$ cat src/rtl/nids_pkg.sv
// Shared types for the NIDS alert path: the buffered attack record and the alarm FSM states.
package nids_pkg;

    localparam int REC_TS_W    = 32;
    localparam int REC_CNT_W   = 32;
    localparam int REC_SCORE_W = 32;

    typedef struct packed {
        logic [REC_TS_W-1:0]    ts;
        logic [REC_CNT_W-1:0]   seq;
        logic [REC_SCORE_W-1:0] major;
        logic [REC_SCORE_W-1:0] minor;
    } alert_rec_t;

    typedef enum logic [1:0] {
        IDLE  = 2'd0,
        COUNT = 2'd1,
        ALARM = 2'd2
    } alarm_state_e;

endpackage

$ cat src/rtl/nids_alert_fifo.sv
// First-word fall-through record FIFO with synchronous flush; the head reads zero while empty.
module nids_alert_fifo
    import nids_pkg::*;
#(
    parameter type rec_t = alert_rec_t,
    parameter int  DEPTH = 16
) (
    input  logic                   clk,
    input  logic                   rst,
    input  logic                   i_flush,
    input  logic                   i_push,
    input  rec_t                   i_push_data,
    input  logic                   i_pop,
    output rec_t                   o_head,
    output logic                   o_full,
    output logic                   o_empty,
    output logic [$clog2(DEPTH):0] o_level
);

    localparam int AW = $clog2(DEPTH);
    localparam int LW = AW + 1;

    rec_t          r_mem [DEPTH];
    logic [AW-1:0] r_rd;
    logic [AW-1:0] r_wr;
    logic [LW-1:0] r_level;
    logic          w_pop;
    logic          w_push;

    assign o_empty = (r_level == '0);
    assign o_full  = (r_level == LW'(DEPTH));
    assign o_level = r_level;
    assign o_head  = o_empty ? '0 : r_mem[r_rd];

    // A push into a full FIFO only lands when the head leaves in the same cycle.
    assign w_pop  = i_pop && !o_empty && !i_flush;
    assign w_push = i_push && (!o_full || w_pop) && !i_flush;

    always_ff @(posedge clk) begin
        if (w_push) begin
            r_mem[r_wr] <= i_push_data;
        end
    end

    always_ff @(posedge clk or posedge rst) begin
        if (rst) begin
            r_rd    <= '0;
            r_wr    <= '0;
            r_level <= '0;
        end else if (i_flush) begin
            r_rd    <= '0;
            r_wr    <= '0;
            r_level <= '0;
        end else begin
            if (w_push) begin
                r_wr <= r_wr + AW'(1);
            end
            if (w_pop) begin
                r_rd <= r_rd + AW'(1);
            end
            case ({w_push, w_pop})
                2'b10:   r_level <= r_level + LW'(1);
                2'b01:   r_level <= r_level - LW'(1);
                default: r_level <= r_level;
            endcase
        end
    end

endmodule

$ cat src/rtl/nids_alert_manager.sv
// Alert manager behind the PCA detector: statistics, timestamped attack records and a windowed alarm.
module nids_alert_manager
    import nids_pkg::*;
#(
    parameter int SCORE_WIDTH     = 32,
    parameter int TS_WIDTH        = 32,
    parameter int CNT_WIDTH       = 32,
    parameter int FIFO_DEPTH      = 16,
    parameter int WINDOW_CYCLES   = 1024,
    parameter int ALARM_THRESHOLD = 4
) (
    input  logic                          clk,
    input  logic                          rst,
    input  logic                          clear,
    input  logic                          in_valid,
    input  logic                          in_attack,
    input  logic [SCORE_WIDTH-1:0]        in_major_score,
    input  logic [SCORE_WIDTH-1:0]        in_minor_score,
    output logic                          rec_valid,
    input  logic                          rec_ready,
    output logic [TS_WIDTH-1:0]           rec_timestamp,
    output logic [CNT_WIDTH-1:0]          rec_seq,
    output logic [SCORE_WIDTH-1:0]        rec_major,
    output logic [SCORE_WIDTH-1:0]        rec_minor,
    output logic [$clog2(FIFO_DEPTH):0]   fifo_level,
    output logic [CNT_WIDTH-1:0]          decision_count,
    output logic [CNT_WIDTH-1:0]          attack_count,
    output logic [CNT_WIDTH-1:0]          drop_count,
    output logic                          alarm
);

    localparam int TMR_W = $clog2(WINDOW_CYCLES + 1);
    localparam int HIT_W = $clog2(ALARM_THRESHOLD + 1);
    localparam logic [TMR_W-1:0] TMR_RELOAD = TMR_W'(WINDOW_CYCLES - 1);

    typedef struct packed {
        logic [TS_WIDTH-1:0]    ts;
        logic [CNT_WIDTH-1:0]   seq;
        logic [SCORE_WIDTH-1:0] major;
        logic [SCORE_WIDTH-1:0] minor;
    } rec_t;

    logic [TS_WIDTH-1:0]  r_ts;
    logic [CNT_WIDTH-1:0] r_decision_count;
    logic [CNT_WIDTH-1:0] r_attack_count;
    logic [CNT_WIDTH-1:0] r_drop_count;
    alarm_state_e         r_state;
    logic [TMR_W-1:0]     r_timer;
    logic [HIT_W-1:0]     r_hits;

    logic                 w_decision;
    logic                 w_attack;
    logic                 w_drop;
    logic                 w_full;
    logic                 w_empty;
    logic [HIT_W-1:0]     w_hits_next;
    rec_t                 w_push_rec;
    rec_t                 w_head;

    // Anything presented during a clear cycle is discarded.
    assign w_decision  = in_valid && !clear;
    assign w_attack    = w_decision && in_attack;
    assign w_drop      = w_attack && w_full && !rec_ready;
    assign w_hits_next = r_hits + HIT_W'(1);

    assign w_push_rec.ts    = r_ts;
    assign w_push_rec.seq   = r_attack_count;
    assign w_push_rec.major = in_major_score;
    assign w_push_rec.minor = in_minor_score;

    nids_alert_fifo #(
        .rec_t (rec_t),
        .DEPTH (FIFO_DEPTH)
    ) u_fifo (
        .clk         (clk),
        .rst         (rst),
        .i_flush     (clear),
        .i_push      (w_attack),
        .i_push_data (w_push_rec),
        .i_pop       (rec_ready),
        .o_head      (w_head),
        .o_full      (w_full),
        .o_empty     (w_empty),
        .o_level     (fifo_level)
    );

    assign rec_valid      = !w_empty;
    assign rec_timestamp  = w_head.ts;
    assign rec_seq        = w_head.seq;
    assign rec_major      = w_head.major;
    assign rec_minor      = w_head.minor;
    assign decision_count = r_decision_count;
    assign attack_count   = r_attack_count;
    assign drop_count     = r_drop_count;
    assign alarm          = (r_state == ALARM);

    always_ff @(posedge clk or posedge rst) begin
        if (rst) begin
            r_ts <= '0;
        end else begin
            r_ts <= r_ts + TS_WIDTH'(1);
        end
    end

    // Statistics saturate at all-ones so a long capture never reports a wrapped total.
    always_ff @(posedge clk or posedge rst) begin
        if (rst) begin
            r_decision_count <= '0;
            r_attack_count   <= '0;
            r_drop_count     <= '0;
        end else if (clear) begin
            r_decision_count <= '0;
            r_attack_count   <= '0;
            r_drop_count     <= '0;
        end else begin
            if (w_decision && (r_decision_count != '1)) begin
                r_decision_count <= r_decision_count + CNT_WIDTH'(1);
            end
            if (w_attack && (r_attack_count != '1)) begin
                r_attack_count <= r_attack_count + CNT_WIDTH'(1);
            end
            if (w_drop && (r_drop_count != '1)) begin
                r_drop_count <= r_drop_count + CNT_WIDTH'(1);
            end
        end
    end

    // The COUNT window is anchored at its first attack; ALARM restarts its quiet timer on every attack.
    always_ff @(posedge clk or posedge rst) begin
        if (rst) begin
            r_state <= IDLE;
            r_timer <= '0;
            r_hits  <= '0;
        end else if (clear) begin
            r_state <= IDLE;
            r_timer <= '0;
            r_hits  <= '0;
        end else begin
            case (r_state)
                IDLE: begin
                    if (w_attack) begin
                        r_timer <= TMR_RELOAD;
                        if (ALARM_THRESHOLD == 1) begin
                            r_state <= ALARM;
                            r_hits  <= '0;
                        end else begin
                            r_state <= COUNT;
                            r_hits  <= HIT_W'(1);
                        end
                    end
                end
                COUNT: begin
                    if (w_attack) begin
                        if (w_hits_next == HIT_W'(ALARM_THRESHOLD)) begin
                            r_state <= ALARM;
                            r_timer <= TMR_RELOAD;
                            r_hits  <= '0;
                        end else begin
                            r_hits  <= w_hits_next;
                            r_timer <= (r_timer != '0) ? r_timer - TMR_W'(1) : r_timer;
                        end
                    end else if (r_timer == '0) begin
                        r_state <= IDLE;
                        r_hits  <= '0;
                    end else begin
                        r_timer <= r_timer - TMR_W'(1);
                    end
                end
                ALARM: begin
                    if (w_attack) begin
                        r_timer <= TMR_RELOAD;
                    end else if (r_timer == '0) begin
                        r_state <= IDLE;
                    end else begin
                        r_timer <= r_timer - TMR_W'(1);
                    end
                end
                default: begin
                    r_state <= IDLE;
                    r_timer <= '0;
                    r_hits  <= '0;
                end
            endcase
        end
    end

endmodule

$ cat config.mk
export PLATFORM = sky130hd
export DESIGN_NAME = nids_alert_manager
export DESIGN_NICKNAME = d
export VERILOG_FILES = /design/src/rtl/nids_pkg.sv /design/src/rtl/nids_alert_fifo.sv /design/src/rtl/nids_alert_manager.sv
export SDC_FILE = /design/constraint.sdc
export NUM_CORES = 2
export LEC_CHECK = 0
export ABC_AREA = 1
export BUFFER_PORTS_ARGS = -buffer_cell sky130_fd_sc_hd__buf_2
export CAP_MARGIN = 20
export CELL_PAD_IN_SITES_DETAIL_PLACEMENT = 0
export CELL_PAD_IN_SITES_GLOBAL_PLACEMENT = 1
export CORE_MARGIN = 8
export CORE_UTILIZATION = 51
export DETAILED_ROUTE_END_ITERATION = 8
export PLACE_DENSITY = 0.76
export RECOVER_POWER = 100
export SETUP_SLACK_MARGIN = 0.1
export SLEW_MARGIN = 20
export SYNTH_ARGS = -nofsm -noshare
export SYNTH_HDL_FRONTEND = slang
export SYNTH_SLANG_ARGS = --single-unit
export TNS_END_PERCENT = 20
$ cat constraint.sdc
create_clock -name clk -period 9.8 [get_ports clk]
set_input_delay 0.49 -clock clk [delete_from_list [all_inputs] [get_ports clk]]
set_output_delay 0.49 -clock clk [all_outputs]
set_load 0.01 [all_outputs]
After elaboration in Yosys (flattened, before gate mapping)
Memory sizes are Yosys's and may differ from the RTL's.
Cells that the tools add are included.
{ "word_totals": {"mem_bits_rw": 2048, "regBits": 157, "n_memories": 1, "output_inout_bits": 231} }
{ "mem_list": {"columns": ["memory", "words", "width", "rd", "rd_ports_with_merged_regs", "wr", "line", "source"], "rows": [
  ["u_fifo.r_mem", 16, 128, 1, 0, 1, "nids_alert_fifo.sv:23", "rec_t r_mem [DEPTH];"]
]} }
{ "op_classes": {"reduce_logical": 29, "eq_ne": 15, "n_addsub": 10, "n_mux": 36} }
{ "op_table": {"columns": ["cell", "n"], "rows": [
  ["2-to-1 mux 32 bit", 6],
  ["adder 32 x 1 -> 32 bit, second input constant", 4],
  ["2-to-1 mux 128 bit", 1],
  ["inequality test 32 bit, second input constant", 3],
  ["2-to-1 mux 11 bit", 7],
  ["case mux 11 bit (3 select lines)", 1],
  ["2-to-1 mux 4 bit", 4],
  ["2-to-1 mux 3 bit", 5],
  ["2-to-1 mux 2 bit", 6],
  ["logical AND 1 bit", 11],
  ["zero test 11 bit", 1],
  ["nonzero test 11 bit", 1],
  ["subtractor 11 x 1 -> 11 bit, second input constant", 1],
  ["case mux 5 bit (2 select lines)", 1],
  ["nonzero test 2 bit", 5],
  ["case mux 3 bit (3 select lines)", 1],
  ["adder 4 x 1 -> 4 bit, second input constant", 2],
  ["case mux 2 bit (3 select lines)", 1],
  ["AND reduction 3 bit", 2],
  ["adder 5 x 1 -> 5 bit, second input constant", 1],
  ["equality test 5 bit, second input constant", 1],
  ["zero test 5 bit", 1],
  ["2-to-1 mux 5 bit", 1],
  ["inequality test 5 bit, second input constant", 1],
  ["16 further kinds", 22]
]} }

Logic depth before layout (Yosys ltp)
{ "logic_depth": {"ltp_word": 10, "ltp_mapped": 15, "depth_no_buf": 14} }

By module
From an unflattened synthesis, not the netlist that was laid out.
{ "unflattened": {"cells_unflattened": 6933, "hier_area_um2": 89422.0} }
{ "by_module_without_submodules": {"columns": ["mod", "area_each_um2", "cells_per_inst", "instances"], "rows": [
  ["nids_alert_fifo", 79820.3, 5571, 1],
  ["nids_alert_manager", 9601.7, 1362, 1]
]} }

Least setup slack after synthesis
Ideal clock, no wire load.
{ "synth_timing": {"path_type": "input port to flip-flop", "startpoint": "in clear", "endpoint": "mem u_fifo.r_mem[11][0] (netlist name) (enable)", "setup_time_ns": 0.616, "path_stages": 8, "t_arrival_ns": 6.590, "path_slack_ns": 2.594, "cell_sequence": "buf_6 > inv_8 > nand3_4 > clkinv_4 > nand2_1 > nor2_1 > inv_1 > nor2_1"} }
{ "synth_via": {"elab_chain_len": 7, "elab_cells_between_ends": 9, "cone_classes": "mux: 2; reduce/logical: 7"} }
{ "synth_rtl": {"columns": ["item", "line", "source"], "rows": [
  ["start, declared", "nids_alert_manager.sv:14", "input logic clear,"],
  ["zero test 1 bit *", "nids_alert_fifo.sv:36, nids_alert_fifo.sv:37, nids_alert_manager.sv:61", null],
  ["logical AND 1 bit, on equally long branches", "nids_alert_manager.sv:61, nids_alert_fifo.sv:36", null],
  ["logical AND 1 bit or logical OR 1 bit (tied branches)", "nids_alert_manager.sv:62, nids_alert_fifo.sv:37", null],
  ["logical AND 1 bit", "nids_alert_fifo.sv:37", "assign w_push = i_push && (!o_full || w_pop) && !i_flush;"],
  ["logical AND 1 bit *", "nids_alert_fifo.sv:37", null],
  ["2-to-1 mux 1 bit *", "nids_alert_fifo.sv:40", "if (w_push) begin"],
  ["2-to-1 mux 1 bit (not written as such) *", "nids_alert_fifo.sv:41", "r_mem[r_wr] <= i_push_data;"],
  ["end, declared", "nids_alert_fifo.sv:23", null]
]} }
Every way passes the cells marked *; elsewhere a longest branch is shown, timed or not.

Final worst setup path
{ "layout_timing": {"startpoint": "reg u_fifo.r_level[0] (netlist: u_fifo.o_level[0])", "endpoint": "mem u_fifo.r_mem[8][15] (netlist name) (enable)"} }
{ "layout_via": {"elab_chain_len": 9, "elab_cells_between_ends": 11, "cone_classes": "eq/ne: 1; mux: 2; reduce/logical: 8"} }
{ "layout_rtl": {"columns": ["item", "line", "source"], "rows": [
  ["start, declared", "nids_alert_fifo.sv:26", "logic [LW-1:0] r_level;"],
  ["start signal, assigned", "nids_alert_fifo.sv:62", "2'b10: r_level <= r_level + LW'(1);"],
  ["start signal, assigned", "nids_alert_fifo.sv:63", "2'b01: r_level <= r_level - LW'(1);"],
  ["start signal, assigned", "nids_alert_fifo.sv:64", "default: r_level <= r_level;"],
  ["zero test 5 bit", "nids_alert_fifo.sv:30", "assign o_empty = (r_level == '0);"],
  ["zero test 1 bit", "nids_alert_fifo.sv:36", "assign w_pop = i_pop && !o_empty && !i_flush;"],
  ["logical AND 1 bit (2 in series)", "nids_alert_fifo.sv:36", null],
  ["logical OR 1 bit *", "nids_alert_fifo.sv:37", null],
  ["logical AND 1 bit * (2 in series)", "nids_alert_fifo.sv:37", null],
  ["2-to-1 mux 1 bit *", "nids_alert_fifo.sv:40", null],
  ["2-to-1 mux 1 bit (not written as such) *", "nids_alert_fifo.sv:41", null]
]} }
Marks and branches as above.

==> metrics.md <==
| Metric | Value |
|---|---|
| Status | `complete, but fails checks` |
| Failing checks | `capacitance limit, slew limit` |
| Fin crit period | `7360 ps` |
| Number of hold buffers added after CTS | `65` |
| TritonCTS buffer count | `218` |
| Effective utilization at floorplan | `51.2%` |
| EDFF count, synth | `2048` |
| Die span in x | `433 µm` |
| Number of antenna violations at the first check in global routing | `8` |
| DRC viols | `0` |
| Proportion of synthesized chip area in sequential cells | `73.7%` |
| Maximum ir drop on the vdd rail | `0.000216 V` |
| Count of yosys warnings during synthesis | `0` |
| Largest net degree at the start of global routing | `264` |
| Setup repair after global routing missed its margin | `false` |
| Area Overhead vs Synth | `11.8%` |
| Share of total power in combinational logic | `18.2%` |
| Internal power of the cells | `16.2 mW` |
| Number of DRC markers in iteration 0 | `6298` |
| Number of cell rows | `153` |
| Final Net Count | `7061` |
| Sum of negative setup slack | `0 ps` |
| Initial DRT Pass Iterations | `6` |
| Largest clock skew in the final design | `47.6 ps` |
| Worst-path maximum fanout | `88` |
| Required @ worst endpoint | `10050 ps` |
| Total grt overflow | `0` |
| Hold violation total from the final report | `0` |
| Crit. End Element | `flop` |
| Top FF cell, synth | `sky130_fd_sc_hd__edfxtp_1` |
| Data arrival time at the worst-slack endpoint | `7610 ps` |
| CTS max path bufs | `3` |
| Total vias in the final route | `57800` |
| Remaining number of nets flagged by the antenna check after routing | `0` |
| Syn_area_per_cell | `13.1 µm²` |
| DP Wirelength | `115 mm` |
| Share of synthesized flip-flops with an asynchronous set or reset | `7.12%` |
| Crit share post-route | `75.1%` |
| First-pass GRT wire length | `354 mm` |
| Maximum clock frequency | `136 MHz` |
| Gate Count Post-Synth | `6786` |
| Cell types with the largest area share after synthesis | `sky130_fd_sc_hd__edfxtp_1, sky130_fd_sc_hd__o21ai_0, sky130_fd_sc_hd__nor2_1` |
| Fraction of post-synthesis cell area in the top cell type by area | `69.3%` |
| Most area-hungry cell type in the Yosys netlist | `sky130_fd_sc_hd__edfxtp_1` |
| Clk network pwr share | `36.8%` |
| Leak Pwr | `33.3 nW` |
| Setup ws final | `2440 ps` |
| Clock net sink count | `2205` |
| Post-CTS resize count | `0` |
| Final wirelength | `238 mm` |
| Min-Delay Path Class | `in2reg` |
| Count of state elements after synthesis | `2205` |
| Height of the die | `433 µm` |
| Startpoint types | `flop` |
| Count of pins over their slew limit | `2019` |
| Sw frac | `29.7%` |
| Post-synthesis cell type count | `62` |
| Type of the worst setup path | `reg2reg` |
| Net count of the mapped netlist | `6870` |
| Least-Margin Pin Slew | `6670 ps` |
| Top-level I/O count | `301` |
| Clock latency of the later-clocked register in the worst-skew pair | `870 ps` |
| Sequential share of power | `44.9%` |
| Worst max-slew margin expressed relative to the limit | `-345%` |
| Final GP Congestion | `0.821` |
| Worst slack, placed | `4690 ps` |
| Net switching component of the power | `6.82 mW` |
| Number of vias per cell after detailed routing | `6.08` |
| Overall routing resource usage | `24.6%` |
| Final setup fails | `0` |
| Die area | `0.188 mm²` |
| CTS H-Tree Depth | `4` |
| Clock root buffer master | `sky130_fd_sc_hd__clkbuf_16` |
| Routed wire length per instance | `25.0 µm` |
| Max-cap check violation count | `35` |
| Floorplan core area | `0.173 mm²` |
| Cell area after technology mapping | `0.0888 mm²` |
| Fraction of final layout cells sized beyond drive strength 1 | `6.11%` |
| Count of buffers inserted at the top-level ports | `300` |
| CTS tree | `done` |
| Pwr per Cell Area | `232 mW/mm²` |
| Post-CTS Setup Inserts | `0` |
| Vias in the first global route | `56400` |
| Clock transition time at the flip-flop clock pins of the worst setup and hold paths | `70 ps` |
[registers in the layout, indices dropped and copies added, names as in the netlist]
signal and flops:
attack_count 32, decision_count 32, drop_count 32, r_hits 3, r_state 2, r_timer 11
r_ts 32, u_fifo.o_level 5, u_fifo.r_mem 2048, u_fifo.r_rd 4, u_fifo.r_wr 4
[power groups by stage]
| stage | logic, mW | registers [mW] | clock network (mW) |
|---|---|---|---|
| final | 4.20 | 10.3 | 8.46 |
| after global routing | 4.63 | 10.3 | 8.93 |
| after floorplan | 2.78 | 10.5 | 0 |
| after detailed placement | 4.25 | 10.5 | 0 |
| after global placement | 4.18 | 10.5 | 0 |
| after CTS | 4.29 | 10.3 | 8.59 |
[stage by stage]
stage | hold slack, ps | util (%) | total power, mW | instance area [µm²] | instances
global placement | 487 | 53.1 | 14.7 | 92100 | 9015
global route | 105 | 57.2 | 23.9 | 99300 | 9500
finish | 76.0 | 57.2 | 23.0 | 99300 | 9503
CTS | 14.7 | 57.8 | 23.2 | 100000 | 9494
floorplan | 471 | - | 13.3 | 88800 | 6786
detailed placement | 491 | 53.1 | 14.8 | 92100 | 9015
[logic make-up after synthesis]
| logic type | share of synthesized area [%] |
|---|---|
| DFF | 73.7 |
| and+or+nand+nor | 9.14 |
| AOI/OAI and AO/OA | 13.3 |
| buffers and inverters | 2.92 |
| xor gates and xnor gates | 0.779 |
| adders and majority gates | 0.197 |
[worst max-delay path, cell delays in order, from the launching register on]
cell,delay [ps]
sky130_fd_sc_hd__dfrtp_1,430
sky130_fd_sc_hd__nor2_1,90
sky130_fd_sc_hd__nand3_1,330
sky130_fd_sc_hd__nand3_1,120
sky130_fd_sc_hd__nand2_1,80
sky130_fd_sc_hd__nand2_1,110
sky130_fd_sc_hd__inv_1,160
sky130_fd_sc_hd__nand2_1,160
sky130_fd_sc_hd__nor2_1,310
sky130_fd_sc_hd__clkdlybuf4s25_1,4850
[final timing paths]
kind | from | to | cells after the start | slack (ps)
setup / recovery | u_fifo.o_level[0] | u_fifo.r_mem[8][15] | 9 | 2440
hold / removal | rec_ready | u_fifo.r_rd[1] | 4 | 80
setup reg to reg | u_fifo.o_level[0] | u_fifo.r_mem[8][15] | 9 | 2440
hold reg to reg | r_hits[2] | r_hits[2] | 1 | 510
max in group asynchronous | rst | u_fifo.r_rd[1] | 4 | 5680
min in group asynchronous | rst | decision_count[12] | 3 | 1600
[per-layer routing]
metal | vias up | GRT usage (%) | share of wire [%]
li1 | 26000 | - | -
met5 | - | 0 | 0.0055
met2 | 2281 | 39.2 | 47
met1 | 29200 | 34.4 | 43
met4 | 2 | 8.55 | 3.3
met3 | 389 | 4.25 | 7.3
[cells in the mapped netlist (5+ instances only)]
master	number
sky130_fd_sc_hd__xor2_1	54
sky130_fd_sc_hd__clkbuf_1	343
sky130_fd_sc_hd__buf_4	16
sky130_fd_sc_hd__o21ai_0	1062
sky130_fd_sc_hd__nand4_1	48
sky130_fd_sc_hd__nand3b_1	9
sky130_fd_sc_hd__nor2_2	11
sky130_fd_sc_hd__edfxtp_1	2048
sky130_fd_sc_hd__nor2_1	1195
sky130_fd_sc_hd__o22ai_1	155
sky130_fd_sc_hd__nor3_2	8
sky130_fd_sc_hd__o31ai_1	8
sky130_fd_sc_hd__dfrtp_1	157
sky130_fd_sc_hd__nand3_1	207
sky130_fd_sc_hd__a21oi_1	150
sky130_fd_sc_hd__nand2_1	358
sky130_fd_sc_hd__nand2_2	11
sky130_fd_sc_hd__or2_2	7
sky130_fd_sc_hd__nor3_1	48
sky130_fd_sc_hd__inv_1	140
sky130_fd_sc_hd__o211ai_1	146
sky130_fd_sc_hd__o21ai_1	12
sky130_fd_sc_hd__o21ai_2	18
sky130_fd_sc_hd__buf_1	11
sky130_fd_sc_hd__buf_2	84
sky130_fd_sc_hd__buf_6	10
sky130_fd_sc_hd__inv_2	5
sky130_fd_sc_hd__ha_1	14
sky130_fd_sc_hd__xnor2_1	25
sky130_fd_sc_hd__nor4_1	6
sky130_fd_sc_hd__o221ai_1	366
[cell type report]
type / instances / area [µm²]
Inverter: 151 / 638
Clock inverter: 146 / 1680
Timing Repair Buffer: 436 / 2350
Tap cell: 2325 / 2910
Antenna cell: 7 / 17.5
Fill cell: 14000 / 74200
Multi-Input combinational cell: 3965 / 20500
Clock buffer: 268 / 5700
Sequential cell: 2205 / 65400
[cells in the final DEF, fill, tap and decap left out, types with 6 or more instances in the layout]
master / instances
sky130_fd_sc_hd__a21oi_1: 152
sky130_fd_sc_hd__nor2_1: 1203
sky130_fd_sc_hd__clkbuf_16: 218
sky130_fd_sc_hd__o211ai_1: 146
sky130_fd_sc_hd__nand3_1: 210
sky130_fd_sc_hd__clkinvlp_4: 13
sky130_fd_sc_hd__o221ai_1: 366
sky130_fd_sc_hd__dfrtp_1: 154
sky130_fd_sc_hd__xor2_1: 54
sky130_fd_sc_hd__clkinv_16: 12
sky130_fd_sc_hd__inv_1: 140
sky130_fd_sc_hd__xnor2_1: 25
sky130_fd_sc_hd__buf_2: 18
sky130_fd_sc_hd__nand4_1: 50
sky130_fd_sc_hd__bufinv_16: 24
sky130_fd_sc_hd__or2_2: 7
sky130_fd_sc_hd__nor3_1: 52
sky130_fd_sc_hd__clkinv_1: 43
sky130_fd_sc_hd__nor4_1: 7
sky130_fd_sc_hd__ha_1: 14
sky130_fd_sc_hd__buf_12: 9
sky130_fd_sc_hd__buf_4: 26
sky130_fd_sc_hd__clkbuf_8: 6
sky130_fd_sc_hd__clkbuf_1: 350
sky130_fd_sc_hd__clkinv_2: 44
sky130_fd_sc_hd__nand2_1: 366
sky130_fd_sc_hd__o31ai_1: 8
sky130_fd_sc_hd__clkbuf_2: 7
sky130_fd_sc_hd__edfxtp_1: 2048
sky130_fd_sc_hd__dlygate4sd3_1: 65
sky130_fd_sc_hd__nand3b_1: 9
sky130_fd_sc_hd__o21ai_1: 6
sky130_fd_sc_hd__diode_2: 7
sky130_fd_sc_hd__o22ai_1: 155
sky130_fd_sc_hd__o21ai_0: 1085
Note: power is estimated with default switching activity, not from simulation.
